==> src/rtl/des_cbc_ctrl.sv <==
// DES-CBC block controller: one encrypt and one decrypt combinational DES core
// around a registered key/chain, with a ready/valid stream in and out.

module des_core #(
  parameter bit DECRYPT = 1'b0
) (
  input  logic [63:0] key,
  input  logic [63:0] din,
  output logic [63:0] dout
);
  // Tables hold 1-based DES bit positions (1 = MSB), left-aligned, one byte per entry.
  localparam logic [511:0] IP_T = {
    8'd58,8'd50,8'd42,8'd34,8'd26,8'd18,8'd10,8'd2, 8'd60,8'd52,8'd44,8'd36,8'd28,8'd20,8'd12,8'd4,
    8'd62,8'd54,8'd46,8'd38,8'd30,8'd22,8'd14,8'd6, 8'd64,8'd56,8'd48,8'd40,8'd32,8'd24,8'd16,8'd8,
    8'd57,8'd49,8'd41,8'd33,8'd25,8'd17,8'd9,8'd1,  8'd59,8'd51,8'd43,8'd35,8'd27,8'd19,8'd11,8'd3,
    8'd61,8'd53,8'd45,8'd37,8'd29,8'd21,8'd13,8'd5, 8'd63,8'd55,8'd47,8'd39,8'd31,8'd23,8'd15,8'd7};
  localparam logic [511:0] FP_T = {
    8'd40,8'd8,8'd48,8'd16,8'd56,8'd24,8'd64,8'd32, 8'd39,8'd7,8'd47,8'd15,8'd55,8'd23,8'd63,8'd31,
    8'd38,8'd6,8'd46,8'd14,8'd54,8'd22,8'd62,8'd30, 8'd37,8'd5,8'd45,8'd13,8'd53,8'd21,8'd61,8'd29,
    8'd36,8'd4,8'd44,8'd12,8'd52,8'd20,8'd60,8'd28, 8'd35,8'd3,8'd43,8'd11,8'd51,8'd19,8'd59,8'd27,
    8'd34,8'd2,8'd42,8'd10,8'd50,8'd18,8'd58,8'd26, 8'd33,8'd1,8'd41,8'd9,8'd49,8'd17,8'd57,8'd25};
  localparam logic [511:0] E_T = {
    8'd32,8'd1,8'd2,8'd3,8'd4,8'd5,8'd4,8'd5,8'd6,8'd7,8'd8,8'd9,8'd8,8'd9,8'd10,8'd11,
    8'd12,8'd13,8'd12,8'd13,8'd14,8'd15,8'd16,8'd17,8'd16,8'd17,8'd18,8'd19,8'd20,8'd21,8'd20,8'd21,
    8'd22,8'd23,8'd24,8'd25,8'd24,8'd25,8'd26,8'd27,8'd28,8'd29,8'd28,8'd29,8'd30,8'd31,8'd32,8'd1,
    128'd0};
  localparam logic [511:0] P_T = {
    8'd16,8'd7,8'd20,8'd21,8'd29,8'd12,8'd28,8'd17,8'd1,8'd15,8'd23,8'd26,8'd5,8'd18,8'd31,8'd10,
    8'd2,8'd8,8'd24,8'd14,8'd32,8'd27,8'd3,8'd9,8'd19,8'd13,8'd30,8'd6,8'd22,8'd11,8'd4,8'd25,
    256'd0};
  localparam logic [511:0] PC1_T = {
    8'd57,8'd49,8'd41,8'd33,8'd25,8'd17,8'd9,8'd1,8'd58,8'd50,8'd42,8'd34,8'd26,8'd18,
    8'd10,8'd2,8'd59,8'd51,8'd43,8'd35,8'd27,8'd19,8'd11,8'd3,8'd60,8'd52,8'd44,8'd36,
    8'd63,8'd55,8'd47,8'd39,8'd31,8'd23,8'd15,8'd7,8'd62,8'd54,8'd46,8'd38,8'd30,8'd22,
    8'd14,8'd6,8'd61,8'd53,8'd45,8'd37,8'd29,8'd21,8'd13,8'd5,8'd28,8'd20,8'd12,8'd4,
    64'd0};
  localparam logic [511:0] PC2_T = {
    8'd14,8'd17,8'd11,8'd24,8'd1,8'd5,8'd3,8'd28,8'd15,8'd6,8'd21,8'd10,
    8'd23,8'd19,8'd12,8'd4,8'd26,8'd8,8'd16,8'd7,8'd27,8'd20,8'd13,8'd2,
    8'd41,8'd52,8'd31,8'd37,8'd47,8'd55,8'd30,8'd40,8'd51,8'd45,8'd33,8'd48,
    8'd44,8'd49,8'd39,8'd56,8'd34,8'd53,8'd46,8'd42,8'd50,8'd36,8'd29,8'd32,
    128'd0};
  // S-boxes 1..8, each 4 rows x 16 nibbles, row-major, MSB first.
  localparam logic [2047:0] SBOX_T = {
    256'hE4D12FB83A6C5907_0F74E2D1A6CB9538_41E8D62BFC973A50_FC8249175B3EA06D,
    256'hF18E6B34972DC05A_3D47F28EC01A69B5_0E7BA4D158C6932F_D8A13F42B67C05E9,
    256'hA09E63F51DC7B428_D709346A285ECBF1_D6498F30B12C5AE7_1AD069874FE3B52C,
    256'h7DE3069A1285BC4F_D8B56F03472C1AE9_A690CB7DF13E5284_3F06A1D8945BC72E,
    256'h2C417AB6853FD0E9_EB2C47D150FA3986_421BAD78F9C5630E_B8C71E2D6F09A453,
    256'hC1AF92680D34E75B_AF427C9561DE0B38_9EF528C3704A1DB6_432C95FABE17608D,
    256'h4B2EF08D3C975A61_D0B7491AE35C2F86_14BDC37EAF680592_6BD814A7950FE23C,
    256'hD2846FB1A93E50C7_1FD8A374C56B0E92_7B419CE206ADF358_21E74A8DFC90356B};
  // Rounds that rotate the key halves by two instead of one (round 1 = MSB).
  localparam logic [15:0] SH2 = 16'b0011_1111_0111_1110;

  function automatic logic [63:0] permute(input logic [63:0] src, input int src_w,
                                          input logic [511:0] tbl, input int dst_w);
    logic [63:0] res;
    int          idx;
    res = '0;
    for (int i = 0; i < 64; i++) begin
      if (i < dst_w) begin
        idx = int'(tbl[9'(511 - 8 * i) -: 8]);
        res[6'(dst_w - 1 - i)] = src[6'(src_w - idx)];
      end
    end
    return res;
  endfunction

  function automatic logic [31:0] sbox(input logic [47:0] x);
    logic [5:0]  six;
    logic [5:0]  k;
    logic [31:0] y;
    y = '0;
    for (int b = 0; b < 8; b++) begin
      six = x[6'(47 - 6 * b) -: 6];
      k   = {six[5], six[0], six[4:1]};
      y[5'(31 - 4 * b) -: 4] = SBOX_T[11'(2047 - 256 * b - 4 * int'(k)) -: 4];
    end
    return y;
  endfunction

  always_comb begin : rounds
    logic [63:0] t;
    logic [27:0] c, d;
    logic [47:0] ks [16];
    logic [47:0] e;
    logic [31:0] l, r, f;
    t = permute(key, 64, PC1_T, 56);
    c = t[55:28];
    d = t[27:0];
    for (int i = 0; i < 16; i++) begin
      if (SH2[4'(15 - i)]) begin
        c = {c[25:0], c[27:26]};
        d = {d[25:0], d[27:26]};
      end else begin
        c = {c[26:0], c[27]};
        d = {d[26:0], d[27]};
      end
      ks[i] = 48'(permute({8'h00, c, d}, 56, PC2_T, 48));
    end
    t = permute(din, 64, IP_T, 64);
    l = t[63:32];
    r = t[31:0];
    // Decryption is the same network with the subkeys applied in reverse.
    for (int i = 0; i < 16; i++) begin
      e = 48'(permute({32'h0, r}, 32, E_T, 48));
      f = 32'(permute({32'h0, sbox(e ^ ks[4'(DECRYPT ? 15 - i : i)])}, 32, P_T, 32));
      f = f ^ l;
      l = r;
      r = f;
    end
    dout = permute({r, l}, 64, FP_T, 64);
  end
endmodule

module des_cbc_ctrl #(
  parameter int CNT_W = 16
) (
  input  logic             clk,
  input  logic             rst,
  input  logic             cfg_we,
  input  logic [63:0]      cfg_key,
  input  logic [63:0]      cfg_iv,
  input  logic             cfg_mode,
  input  logic             in_valid,
  input  logic [63:0]      in_data,
  input  logic             in_last,
  output logic             in_ready,
  output logic             out_valid,
  output logic [63:0]      out_data,
  output logic             out_last,
  input  logic             out_ready,
  output logic             busy,
  output logic [CNT_W-1:0] blk_count
);
  typedef enum logic [1:0] {IDLE, RUN, OUT} state_t;

  state_t           state_q, state_d;
  logic [63:0]      key_q, key_d, chain_q, chain_d, out_data_q, out_data_d;
  logic             mode_q, mode_d, out_last_q, out_last_d, out_valid_q, out_valid_d;
  logic             busy_q, busy_d;
  logic [CNT_W-1:0] blk_count_q, blk_count_d;
  logic [63:0]      enc_res, dec_res;
  logic             accept;

  des_core #(.DECRYPT(1'b0)) u_enc (.key(key_q), .din(in_data ^ chain_q), .dout(enc_res));
  des_core #(.DECRYPT(1'b1)) u_dec (.key(key_q), .din(in_data), .dout(dec_res));

  // A final block stays unreplaced until consumed; cfg_we in RUN claims the cycle.
  assign in_ready = ((state_q == RUN) & ~cfg_we) |
                    ((state_q == OUT) & out_ready & ~out_last_q);
  assign accept   = in_valid & in_ready;

  always_comb begin
    state_d     = state_q;
    key_d       = key_q;
    mode_d      = mode_q;
    chain_d     = chain_q;
    out_data_d  = out_data_q;
    out_last_d  = out_last_q;
    out_valid_d = out_valid_q;
    blk_count_d = blk_count_q;
    unique case (state_q)
      IDLE: begin
        if (cfg_we) begin
          key_d       = cfg_key;
          mode_d      = cfg_mode;
          chain_d     = cfg_iv;
          blk_count_d = '0;
          state_d     = RUN;
        end
      end
      RUN: ;
      OUT: begin
        if (out_ready & ~accept) begin
          out_valid_d = 1'b0;
          state_d     = out_last_q ? IDLE : RUN;
        end
      end
      default: state_d = IDLE;
    endcase
    if (accept) begin
      out_data_d  = mode_q ? (dec_res ^ chain_q) : enc_res;
      chain_d     = mode_q ? in_data : enc_res;
      out_last_d  = in_last;
      out_valid_d = 1'b1;
      state_d     = OUT;
      if (blk_count_q != '1) blk_count_d = blk_count_q + CNT_W'(1);
    end
    busy_d = (state_d != IDLE);
  end

  always_ff @(posedge clk) begin
    if (rst) begin
      state_q     <= IDLE;
      key_q       <= '0;
      mode_q      <= 1'b0;
      chain_q     <= '0;
      out_data_q  <= '0;
      out_last_q  <= 1'b0;
      out_valid_q <= 1'b0;
      busy_q      <= 1'b0;
      blk_count_q <= '0;
    end else begin
      state_q     <= state_d;
      key_q       <= key_d;
      mode_q      <= mode_d;
      chain_q     <= chain_d;
      out_data_q  <= out_data_d;
      out_last_q  <= out_last_d;
      out_valid_q <= out_valid_d;
      busy_q      <= busy_d;
      blk_count_q <= blk_count_d;
    end
  end

  assign out_valid = out_valid_q;
  assign out_data  = out_data_q;
  assign out_last  = out_last_q;
  assign busy      = busy_q;
  assign blk_count = blk_count_q;
endmodule
==> config.mk <==
export PLATFORM = sky130hd
export DESIGN_NAME = des_cbc_ctrl
export DESIGN_NICKNAME = d
export VERILOG_FILES = /design/src/rtl/des_cbc_ctrl.sv
export SDC_FILE = /design/constraint.sdc
export NUM_CORES = 1
export LEC_CHECK = 0
export BUFFER_PORTS_ARGS = -buffer_cell sky130_fd_sc_hd__buf_2
export CAP_MARGIN = 20
export CORE_AREA = 2 2 110 112
export DETAILED_ROUTE_END_ITERATION = 16
export DIE_AREA = 0 0 112 114
export GPL_TIMING_DRIVEN = 0
export PLACE_DENSITY = 0.67
export REMOVE_ABC_BUFFERS = 1
export SYNTH_ARGS = -nofsm -noshare
export SYNTH_HDL_FRONTEND = slang
export SYNTH_SLANG_ARGS = --single-unit
==> constraint.sdc <==
create_clock -name clk -period 2.66 [get_ports clk]
set_input_delay 0.133 -clock clk [delete_from_list [all_inputs] [get_ports clk]]
set_output_delay 0.133 -clock clk [all_outputs]
set_load 0.02 [all_outputs]
==> summary.txt <==
Timing
  • Final setup margin: 0.249 ns
  • Minimum clock period: around 2.4 ns
  • Final hold vios: 0
  • RSZ-0062 raised after global routing: false
  • Tightest Pin Transition: 1.04 ns
  • Max Freq: about 410 MHz
  • Finish-stage setup viols: 0
  • Clock skew: approximately 0.0055 ns
  • Rel. slew slack: between 30% and 40%
  • Period utilization: about nine tenths
  • Slew Limit Fails: 0

Placement
  • # placed instances: 691
  • Final GP Congestion: 0.819
  • DP Worst Slack: approximately 0.19 ns
  • Post-DP Area: about 4500 sq um
  • Number of port buffers: about 120
  • DP Wirelength: 7180 microns

Clocking
  • Htree depth: 3
  • Post-CTS resize count: 0
  • Clock Path Buffers: 2
  • Insertion delay of the later-clocked pin in the worst-skew pair: roughly 0.34 ns
  • CTS Root Buffer Type: clkbuf_16
  • Clk sinks: between 80 and 90
  • Hold Buf Count CTS: 0
  • CTS tree: yes
  • Post-CTS Repair Setup Buffers: 0
  • Clock slew at reported path FFs: 0.06 ns
  • CTS Buf Count: 9

Routing
  • Wire per inst: about 14 microns
  • Total iterations of the first detailed-routing run: 4
  • Vias per cell: approximately 5
  • Post-route ant nets: 0
  • WL final: slightly above 10000 microns
  • Via count: about 3500
  • Initial DRC Count: roughly 170
  • DRC viols: 0

Synthesis
  • Main flop type after synthesis: dfxtp_1
  • Synth Register Bits: 86
  • Mapped Cells: 448
  • Netlist cell types: 50
  • Sequential fraction of the synthesis area: 45.6%
  • Post-synth ARST share: 0%
  • YS warnings: 0
  • Post-synth EDFFs: 0
  • Syn_area_per_cell: approximately 8.4 sq um
  • Cell Area, Synth: approximately 3800 sq um

Die
  • Num rows: 40
  • Core area: between 10000 and 15000 sq um
  • Starting density of the core: ~32%
  • Die Ht: about 110 microns
  • # IOs: ~280
  • Die W: approximately 110 microns
  • Die Area: between 10000 and 15000 sq um

Worst hold path
  • Hold Crit Depth: 3
  • Worst min path class: in -> reg

Layout
  • Final Instance Area: approximately 4800 sq um
  • Register area: around 1700 sq um
  • Area of the multi-input gates: between 1500 and 2000 sq um
  • # fillers: between 1000 and 1500
  • Fraction of layout cells with a size suffix above 1: between 20% and 30%
  • Final #Nets: between 700 and 800
  • Layout Cells excl Fill: just over 700
  • Synth-to-layout area growth: 27.0%
  • Diode count: 0

Worst setup path
  • Crit-path max FO: 41
  • Crit path depth: 7
  • CP peak stage delay: about 0.60 ns
  • CP Cell Sequence: nor3b_2 > o21a_2 > buf_12 > and2_1 > buf_16 > a22oi_1 > a21oi_1
  • Max stage delay cell, worst path: and2_1
  • Crit path DAT: 2.67 ns
  • Critical Path RT: 2.92 ns
  • Crit end category: flop
  • Crit Path Class: reg -> reg
  • CP top delay family: simple AND/OR/NAND/NOR gates
  • CP bufs+invs: 2
  • Startpoint types: flop
  • R2r worst-path depth: 7

Power
  • Pleak: 0.00198 uW
  • VDD IR max: 0.430 mV
  • Final Total Pwr: ~3000 uW
  • Power Dens Cells: approximately 630 nW/um^2

Global route
  • GRT Util Overall: between 10% and 20%
  • Met3 usage: a little under 6%
  • Remaining Overflow, GRT: 0
  • First-pass GRT wire length: 16200 microns
  • Initial antenna violation count: 1
  • Largest net degree at the start of global routing: 47
  • M1 GR Usage: 18.8%
  • Met2 Use GR: a little over a quarter
  • Vias in the first global route: between 3000 and 4000
  • Grt peak-use layer: met2

Flow run
  • Max cap viols: 0

Status
  • Status: finished, final reports clean
## cell usage after synthesis, types with 2 or more instances
| cell type | n | area [sq um] |
|---|---|---|
| a21oi_1 | 76 | 380 |
| a21oi_2 | 3 | 26.3 |
| a22o_1 | 3 | 26.3 |
| a22oi_1 | 32 | 240 |
| and2_1 | 3 | 18.8 |
| and3_1 | 2 | 12.5 |
| buf_1 | 4 | 15.0 |
| buf_2 | 10 | 50.1 |
| buf_4 | 32 | 240 |
| clkbuf_1 | 18 | 67.6 |
| dfxtp_1 | 86 | 1720 |
| inv_1 | 2 | 7.51 |
| mux2i_1 | 5 | 50.1 |
| nand2_1 | 77 | 289 |
| nand2b_1 | 2 | 12.5 |
| nand3_1 | 40 | 200 |
| nand3b_1 | 2 | 15.0 |
| nand4_1 | 5 | 31.3 |
| nor2_1 | 8 | 30.0 |
| nor3_1 | 3 | 15.0 |
| o21ai_0 | 2 | 10.0 |
| o21ai_1 | 2 | 10.0 |
| or2_2 | 3 | 18.8 |
| xnor2_1 | 2 | 17.5 |
## per-stage QoR
stage          util [%]  hold WS [ns]  TNS [ns]
6_report           41.0        0.0312         0
5_1_grt            41.0        0.0556         0
3_5_place_dp       38.2         0.386         0
3_3_place_gp       36.8         0.378   -178.30
2_1_floorplan         -         0.195    -49.72
4_1_cts            41.0        0.0149         0
## worst paths after layout
path	start	end	slack, ns
worst max-delay path	state_q[0]	chain_q[33]	0.25
worst min-delay path	in_last	out_last	0.03
worst max register to register	state_q[0]	chain_q[33]	0.25
worst min register to register	chain_q[45]	chain_q[45]	0.45
## final cells by class
type	instances	share of cell area [%]
inverters	2	0.156
clock buffers	10	4.98
well taps	147	3.83
clock inverters	6	1.77
multi-input cells	327	37.8
repair buffers	129	15.6
flip-flops and latches	86	35.9
## state kept, by name (all words and copies together) (netlist names)
signal	cells
blk_count	16
busy	1
chain_q	32
mode_q	1
out_data	32
out_last	1
out_valid	1
state_q	2
## worst min-delay path, delay by kind of cell
kind            cells  cell delay, ns
buf+inv             1            0.10
compound gates      1            0.05
simple gates        1            0.04
## cells by family after synthesis
kind of cell / share of synthesized area (%)
multiplexers: 1.62
AO/OA/AOI/OAI: 20.4
buffers and inverters: 10.1
other: 0.0993
AND/OR/NAND/NOR: 21.2
flip-flops: 45.6
adder cells (fa/ha/maj): 0.331
XOR/XNOR: 0.696
## cells in the final DEF, fill, tap and decap left out, types with 2 or more instances in the layout
cell type	count
a22oi_1	32
buf_12	3
nor2_1	7
bufinv_16	2
dfxtp_1	86
and2_1	3
clkinvlp_4	2
o21ai_0	2
clkbuf_16	9
a21oi_1	76
nand3b_1	2
buf_16	2
or2_2	3
nand4_1	5
nor3_1	3
nor3b_2	2
o21ai_1	2
nand3_1	40
inv_1	2
a22o_1	3
buf_6	2
conb_1	32
nand2b_1	2
buf_2	122
nand2_1	77
a21oi_2	3
xnor2_1	2
clkinv_2	2
and3_1	2
mux2i_1	5
## metal layers
layer / share of wire, % / vias up
li1: - / 1721
met2: 47 / 136
met4: 1.3 / 2
met3: 8.3 / 12
met1: 43 / 1648
met5: 0.13 / -
## report_power, final
part / internal, uW / switching, uW
sequential: 1330 / 25.0
clock: 844 / 513
combinational: 112 / 195
total: 2280 / 733
Power figures use the tool's default switching activity.
